===== src/rtl/rob_commit.sv =====
// rob_commit: 16-entry reorder buffer with CDB capture, in-order single
// commit per cycle onto the sal_t commit bus, and two combinational
// lookup ports for dispatch-time forwarding of completed results.

package rob_commit_pkg;
    localparam int SAL_W = 32;

    // Commit bus consumed by the register file to clear busy bits.
    typedef struct packed {
        logic             rdy;
        logic [3:0]       tag;
        logic [SAL_W-1:0] data;
    } sal_t;
endpackage

module rob_commit
    import rob_commit_pkg::*;
#(
    parameter int DEPTH = 16,
    parameter int WIDTH = SAL_W
) (
    input  logic             clk,
    input  logic             rst,
    input  logic             issue_valid,
    input  logic [4:0]       issue_rd,
    output logic             issue_ready,
    output logic [3:0]       issue_tag,
    input  logic             cdb_valid,
    input  logic [3:0]       cdb_tag,
    input  logic [WIDTH-1:0] cdb_data,
    input  logic             flush,
    input  logic [3:0]       q1_tag,
    input  logic [3:0]       q2_tag,
    output logic             q1_done,
    output logic             q2_done,
    output logic [WIDTH-1:0] q1_data,
    output logic [WIDTH-1:0] q2_data,
    output sal_t             rdest,
    output logic [4:0]       count
);

    localparam logic [4:0] FULL = 5'd16;

    // Per-entry state. valid/done are control and are reset; the payload
    // (rd, data) is only meaningful while done is set, so it is not reset.
    logic [DEPTH-1:0] ent_valid;
    logic [DEPTH-1:0] ent_done;
    logic [4:0]       ent_rd   [DEPTH];
    logic [WIDTH-1:0] ent_data [DEPTH];

    logic [3:0] head;
    logic [3:0] tail;

    logic do_issue;
    logic do_cdb;
    logic do_commit;

    // Readiness comes from registered occupancy only; a slot freed by this
    // cycle's commit becomes allocatable on the following cycle.
    assign issue_ready = (count != FULL);
    assign issue_tag   = tail;

    // Event qualification, all from registered state. Commit looks at the
    // stored done bit, so a CDB hit on the head entry retires one edge later.
    assign do_issue  = issue_valid && issue_ready;
    assign do_cdb    = cdb_valid && ent_valid[cdb_tag];
    assign do_commit = ent_valid[head] && ent_done[head];

    // Control state: entry flags, pointers, occupancy and the commit bus.
    // Flush overrides every concurrent issue, capture and commit.
    always_ff @(posedge clk or negedge rst) begin
        if (!rst) begin
            ent_valid <= '0;
            ent_done  <= '0;
            head      <= '0;
            tail      <= '0;
            count     <= '0;
            rdest     <= '0;
        end else if (flush) begin
            ent_valid <= '0;
            ent_done  <= '0;
            head      <= '0;
            tail      <= '0;
            count     <= '0;
            rdest.rdy <= 1'b0;
        end else begin
            // Tag and data hold their last value when nothing retires.
            rdest.rdy <= do_commit;
            if (do_commit) begin
                rdest.tag       <= head;
                rdest.data      <= ent_data[head];
                ent_valid[head] <= 1'b0;
                head            <= head + 4'd1;
            end
            // A capture only targets valid entries, and a free tail entry is
            // never valid, so capture and allocation never hit the same slot.
            if (do_cdb) begin
                ent_done[cdb_tag] <= 1'b1;
            end
            if (do_issue) begin
                ent_valid[tail] <= 1'b1;
                ent_done[tail]  <= 1'b0;
                tail            <= tail + 4'd1;
            end
            count <= count + {4'd0, do_issue} - {4'd0, do_commit};
        end
    end

    // Entry payload: destination register at allocation, result at capture.
    always_ff @(posedge clk) begin
        if (!flush && do_cdb) begin
            ent_data[cdb_tag] <= cdb_data;
        end
        if (!flush && do_issue) begin
            ent_rd[tail] <= issue_rd;
        end
    end

    // Forwarding lookups read registered state only; no same-cycle CDB bypass.
    always_comb begin
        q1_done = ent_valid[q1_tag] && ent_done[q1_tag];
        q2_done = ent_valid[q2_tag] && ent_done[q2_tag];
        q1_data = q1_done ? ent_data[q1_tag] : '0;
        q2_data = q2_done ? ent_data[q2_tag] : '0;
    end

endmodule


===== config.mk =====
export PLATFORM = sky130hd
export DESIGN_NAME = rob_commit
export DESIGN_NICKNAME = d
export VERILOG_FILES = /design/src/rtl/rob_commit.sv
export SDC_FILE = /design/constraint.sdc
export NUM_CORES = 1
export LEC_CHECK = 0
export BUFFER_PORTS_ARGS = -buffer_cell sky130_fd_sc_hd__buf_2
export CORE_MARGIN = 8
export CORE_UTILIZATION = 45
export DETAILED_ROUTE_END_ITERATION = 8
export HOLD_SLACK_MARGIN = 0.05
export PLACE_DENSITY = 0.65
export SKIP_LAST_GASP = 1
export SLEW_MARGIN = 10
export SYNTH_ARGS = -nofsm -noshare
export SYNTH_HDL_FRONTEND = slang
export SYNTH_SLANG_ARGS = --single-unit

===== constraint.sdc =====
create_clock -name clk -period 6.3 [get_ports clk]
set_input_delay 1.575 -clock clk [delete_from_list [all_inputs] [get_ports clk]]
set_output_delay 1.575 -clock clk [all_outputs]
set_load 0.02 [all_outputs]

# [Word-level counts from Yosys, hierarchy flattened]
# Memories as Yosys holds them, arrays and structs flattened. A register that Yosys moved wholly into a read port is not among the register bits.
# Cells that the tools add are included.
[totals] regBits=50 mem_bits_rw=512 input_bits=54 output_inout_bits=113 wordCells=80 n_memories=1
[memory_table] name="ent_data" depth=16 word_bits=32 read_ports=3 rd_clocked_by_memory_dff=1 wr=1 line_no="49" source="logic [WIDTH-1:0] ent_data [DEPTH];"
[op_classes] add_sub_neg=4 order_cmp=8 n_eq_ne=1 mux=38 bitwise=7 n_reduce_logical=14
[op_table] operator="$mux W16" count=8
[op_table] operator="$mux W32" count=2
[op_table] operator="$and A16 B16 Y16" count=2
[op_table] operator="$not A16 Y16" count=2
[op_table] operator="$or A16 B16 Y16" count=2
[op_table] operator="$bmux W1 S4" count=7
[op_table] operator="$lt A4 B5 Y1 const B" count=5
[op_table] operator="$mux W4" count=4
[op_table] operator="$mux W1" count=13
[op_table] operator="$demux W1 S4" count=3
[op_table] operator="$ge A4 B1 Y1 const B" count=3
[op_table] operator="$logic_and A1 B1 Y1" count=9
[op_table] operator="$add A4 B1 Y4 const B" count=2
[op_table] operator="$add A5 B1 Y5" count=1
[op_table] operator="$mux W5" count=1
[op_table] operator="$ne A5 B5 Y1 const B" count=1
[op_table] operator="$sub A5 B1 Y5" count=1
[op_table] operator="$reduce_bool A2 Y1" count=2
[op_table] operator="$logic_not A1 Y1" count=2
[op_table] operator="$reduce_and A2 Y1" count=1
[op_table] operator="$not A1 Y1" count=1

# [Longest topological paths before layout]
[logic_depth] depth_word=11 mapped_depth=17 depth_no_buf=15

# [Worst setup path after synthesis]
# OpenSTA, ideal clock, no wires.
[synth_path] kind="input-to-output" startpoint="input port q2_tag[0]" endpoint="output port q2_data[0]" arrival_time_ns=3.449 t_required_ns=4.725 path_slack_ns=1.276 stages=5 n_path_buf=2 path_cell_list="clkbuf_1 > clkbuf_1 > mux4_2 > mux4_2 > nor2b_1"
[synth_between] elab_chain_cells=4 elab_cells_between_ends=7 cone_classes="5 x mux; 1 x reduce/logical; 1 x memory"
[synth_lines] item="from (decl)" line_no="33" source="input logic [3:0] q2_tag,"
[synth_lines] item="$bmux W1 S4" line_no="122" source="q2_done = ent_valid[q2_tag] && ent_done[q2_tag];"
[synth_lines] item="$mux W1 (implied by the code)" line_no="122"
[synth_lines] item="$logic_and A1 B1 Y1" line_no="122"
[synth_lines] item="$mux W32 (*)" line_no="124" source="q2_data = q2_done ? ent_data[q2_tag] : '0;"
[synth_lines] item="to (decl)" line_no="37" source="output logic [WIDTH-1:0] q2_data,"
# Every way passes the cells marked *; elsewhere a longest branch is shown, timed or not. The select of a mux whose other input is x is not followed.

# [Final worst setup path]
[layout_path] startpoint="input port q1_tag[1]" endpoint="output port q1_data[21]"
[layout_between] elab_chain_cells=4 elab_cells_between_ends=7 cone_classes="5 x mux; 1 x reduce/logical; 1 x memory"
[layout_lines] item="from (decl)" line_no="32" source="input logic [3:0] q1_tag,"
[layout_lines] item="$bmux W1 S4" line_no="121" source="q1_done = ent_valid[q1_tag] && ent_done[q1_tag];"
[layout_lines] item="$mux W1 (implied by the code)" line_no="121"
[layout_lines] item="$logic_and A1 B1 Y1" line_no="121"
[layout_lines] item="$mux W32 (*)" line_no="123" source="q1_data = q1_done ? ent_data[q1_tag] : '0;"
[layout_lines] item="to (decl)" line_no="36" source="output logic [WIDTH-1:0] q1_data,"
# Marks and branches as above.

==> reports/results.tsv <==
metric	value	unit
pwr/cell area	254	mW/mm^2
GRT Total Usage	23.0	%
Layout Utilization	51.6	%
Clock Latency Late Sink	610	ps
Adder-Cell Fraction of Synth Area	0.620	%
Slew HR	31.5	%
Setup Total Neg Slack	0	ps
Clock power frac	45.4	%
crit path max-delay cell type	mux4_2	
fraction of layout cells with a size suffix above 1	49.4	%
Starting Density	45.2	%
status	completed	
CTS Buf Count	67	
sequential share of power	47.2	%
Synth Area in Compound Gates	1.72	%
post-synth cell types	47	
final net count	1774	
Post-CTS Setup Bufs	0	
max cap viols	0	
cts hold-fix bufs	0	
post-synth net total	1626	
Detailed Place HPWL	53200	um
register area	0.0174	sq mm
f_max	185	MHz
post-synthesis simple-gate area fraction	2.74	%
Longest Clk Path Bufs	3	
Synth top area share	48.8	%
clk sink count	594	
Synth Register Bits	594	
initial drt markers	2087	
required time of the critical path	4720	ps
RePlAce Congestion	0.878	
# H-tree levels	3	
VDD IR-drop max	0.181	mV
first-pass GRT wire length	133000	um
IO Pins	167	
CTS clk-pin slew, worst paths	60	ps
first drt pass iteration count	7	
post-route ant nets	0	
vias per cell	6.72	
Lkg Pwr	11.8	nW
CP Cell Sequence	buf_4 -> mux4_2 -> mux4_2 -> buf_4 -> nor2b_1 -> buf_2	
Critical Path Source Type	primary input	
switching share of power	22.0	%
TritonCTS clock tree	done	
DIE AREA	0.0787	sq mm
yosys warns	0	
fin crit period	5410	ps
largest net degree at the start of global routing	113	
xor/xnor share of the synthesized area	0.195	%
sequential fraction of the synthesis area	55.3	%
DR DRC count	0	
Setup Skew	24.6	ps
Root Buffer	clkbuf_16	
Post-Syn Area per Cell	20.2	sq um
Die H	281	um
die width	281	um
Tcrit/Tclk final	85.9	%
# resized after CTS	0	
crit path capture type	output port	
grt total ovfl	0	
core area	0.0697	sq mm
Area Overhead vs Synth	14.1	%
critical path peak fanout	12	
Mapped Area	0.0315	sq mm
number of fill cells in the layout	5550	
Rows	97	
Yosys top cell by area	edfxtp_1	
Psw	0.00201	W
crit-path max cell delay	750	ps
Worst-Margin Slew	1030	ps
routed wire length	89900	um
initial antenna violation count	8	
top post-synthesis cells by area	edfxtp_1, mux4_2, dfrtp_1	
number of global-route vias before repair	19200	
area of the multi-input gates	0.0135	sq mm
setup-violating endpoint count in the final report	0	
Mapped Cells	1557	
hold_ws	484	ps
hold crit path type	flop to flop	
crit path DAT	3840	ps
critical path class	primary input to output port	
Pins Over Slew Limit	0	
Port Buffer Count	161	
main combinational cell family by area after synthesis	multiplexers	
Gate power share	7.4	%
Vias	18200	
Int Power	0.00713	W
unrepaired setup endpoints after global routing	false	
multiplexer share of the synthesized area	37.1	%
drt wl/cell	33.3	um
Final Hold Vio Count	0	
## critical path, delay by kind of cell
kind                   cells  cell delay [ps]
muxes                      2             1260
and+or+nand+nor            1              270
buffers and inverters      3              720
## power by group through the flow
stage          Combinational, W  Sequential (W)  Clock, W
6_report               0.000673         0.00431   0.00415
5_1_grt                0.000725         0.00431   0.00435
4_1_cts                0.000678         0.00431   0.00422
3_5_place_dp           0.000677         0.00439         0
3_3_place_gp           0.000670         0.00439         0
2_1_floorplan          0.000441         0.00441         0
## final cells by class
type / count / share of cell area [%]
antenna: 5 / 0.0348
clock buffer: 84 / 4.99
clock inverter: 38 / 1.47
inverter: 19 / 0.202
multi-input combinational: 802 / 37.5
sequential: 594 / 48.5
tap: 940 / 3.27
timing repair buffer: 221 / 4.02
## worst paths after layout
path / start / end / slack (ps) / cells after the start
max: q1_tag[1] / q1_data[21] / 890 / 6
min: rdest[16] / rdest[16] / 480 / 1
max reg2reg: head[1] / rdest[28] / 2500 / 5
min reg2reg: rdest[16] / rdest[16] / 480 / 1
max in group asynchronous: rst / head[1] / 4040 / 2
min in group asynchronous: rst / rdest[2] / 1060 / 1
## cell usage in the layout (no fill, tap or decap), drive strengths merged, types with 2 or more instances in the layout
cell,netlist,routed
a21oi,30,30
a311oi,7,7
a31oi,18,18
a41oi,4,4
and2,5,5
buf,69,219
bufinv,0,12
clkbuf,73,86
clkinv,2,18
clkinvlp,0,4
dfrtp,82,82
diode,0,5
edfxtp,512,512
ha,14,14
inv,17,23
mux2,37,37
mux2i,4,4
mux4,498,498
nand2,25,25
nand2b,3,3
nand3,14,14
nand3b,2,2
nand4,5,5
nor2,25,25
nor2b,68,68
nor3,6,6
o21a,2,2
o21ai,5,5
o31ai,8,8
or3,3,3
xnor2,3,3
xor2,4,4
## flip-flops by register name, summed over array words and instances (netlist names)
register and count:
head 4, ent_done 16, issue_tag 4, rdest 37
count 5, ent_valid 16, ent_data 512
## Yosys cell counts (all sizes together)
library cell  count
a311oi            7
nand4bb           1
edfxtp          512
nor3              6
a2bb2oi           1
inv              17
nand3b            2
a31oi            18
o22ai             1
or3               3
mux2             37
a21bo             1
xnor2             3
dfrtp            82
nor3b             1
nor2b            68
and3b             1
clkbuf           73
buf              69
nand3            14
ha               14
xor2              4
a21o              1
o41ai             1
nand4             5
o2bb2ai           1
nand2b            3
o31ai             8
o21bai            1
nor2             25
o21ai             5
nor4              1
clkinv            2
fa                1
mux2i             4
mux4            498
a41oi             4
a21oi            30
and2              5
nand2            25
o21a              2
## layer usage
metal  up-vias  wire length, um  part of all wire (%)  track usage, %
met5         -               27                 0.030               0
met4         4             2740                   3.0            8.16
met3       186             8940                   9.9            5.41
met2      1051            43700                    49            36.7
met1      9756            34500                    38            31.1
li1       7161                -                     -               -
## cell families (layout without fill, tap and decap cells)
group,after synthesis,after routing
flip-flops,594,594
multiplexers,539,539
buffers and inverters,161,362
AND/OR/NAND/NOR,160,160
AO/OA/AOI/OAI,81,81
adder cells (fa/ha/maj),15,15
XOR/XNOR,7,7
other,0,5
## per-stage QoR
| stage | instances | total power, W | worst slack (ps) | instance area, sq um |
|---|---|---|---|---|
| after floorplan | 1557 | 0.00485 | 1280 | 31500 |
| after global placement | 2576 | 0.00506 | 885 | 33600 |
| after detailed placement | 2576 | 0.00507 | 859 | 33600 |
| after CTS | 2698 | 0.00921 | 854 | 35900 |
| after global routing | 2701 | 0.00939 | 778 | 35900 |
| final | 2703 | 0.00914 | 888 | 35900 |
Note: power is estimated with default switching activity, not from simulation.
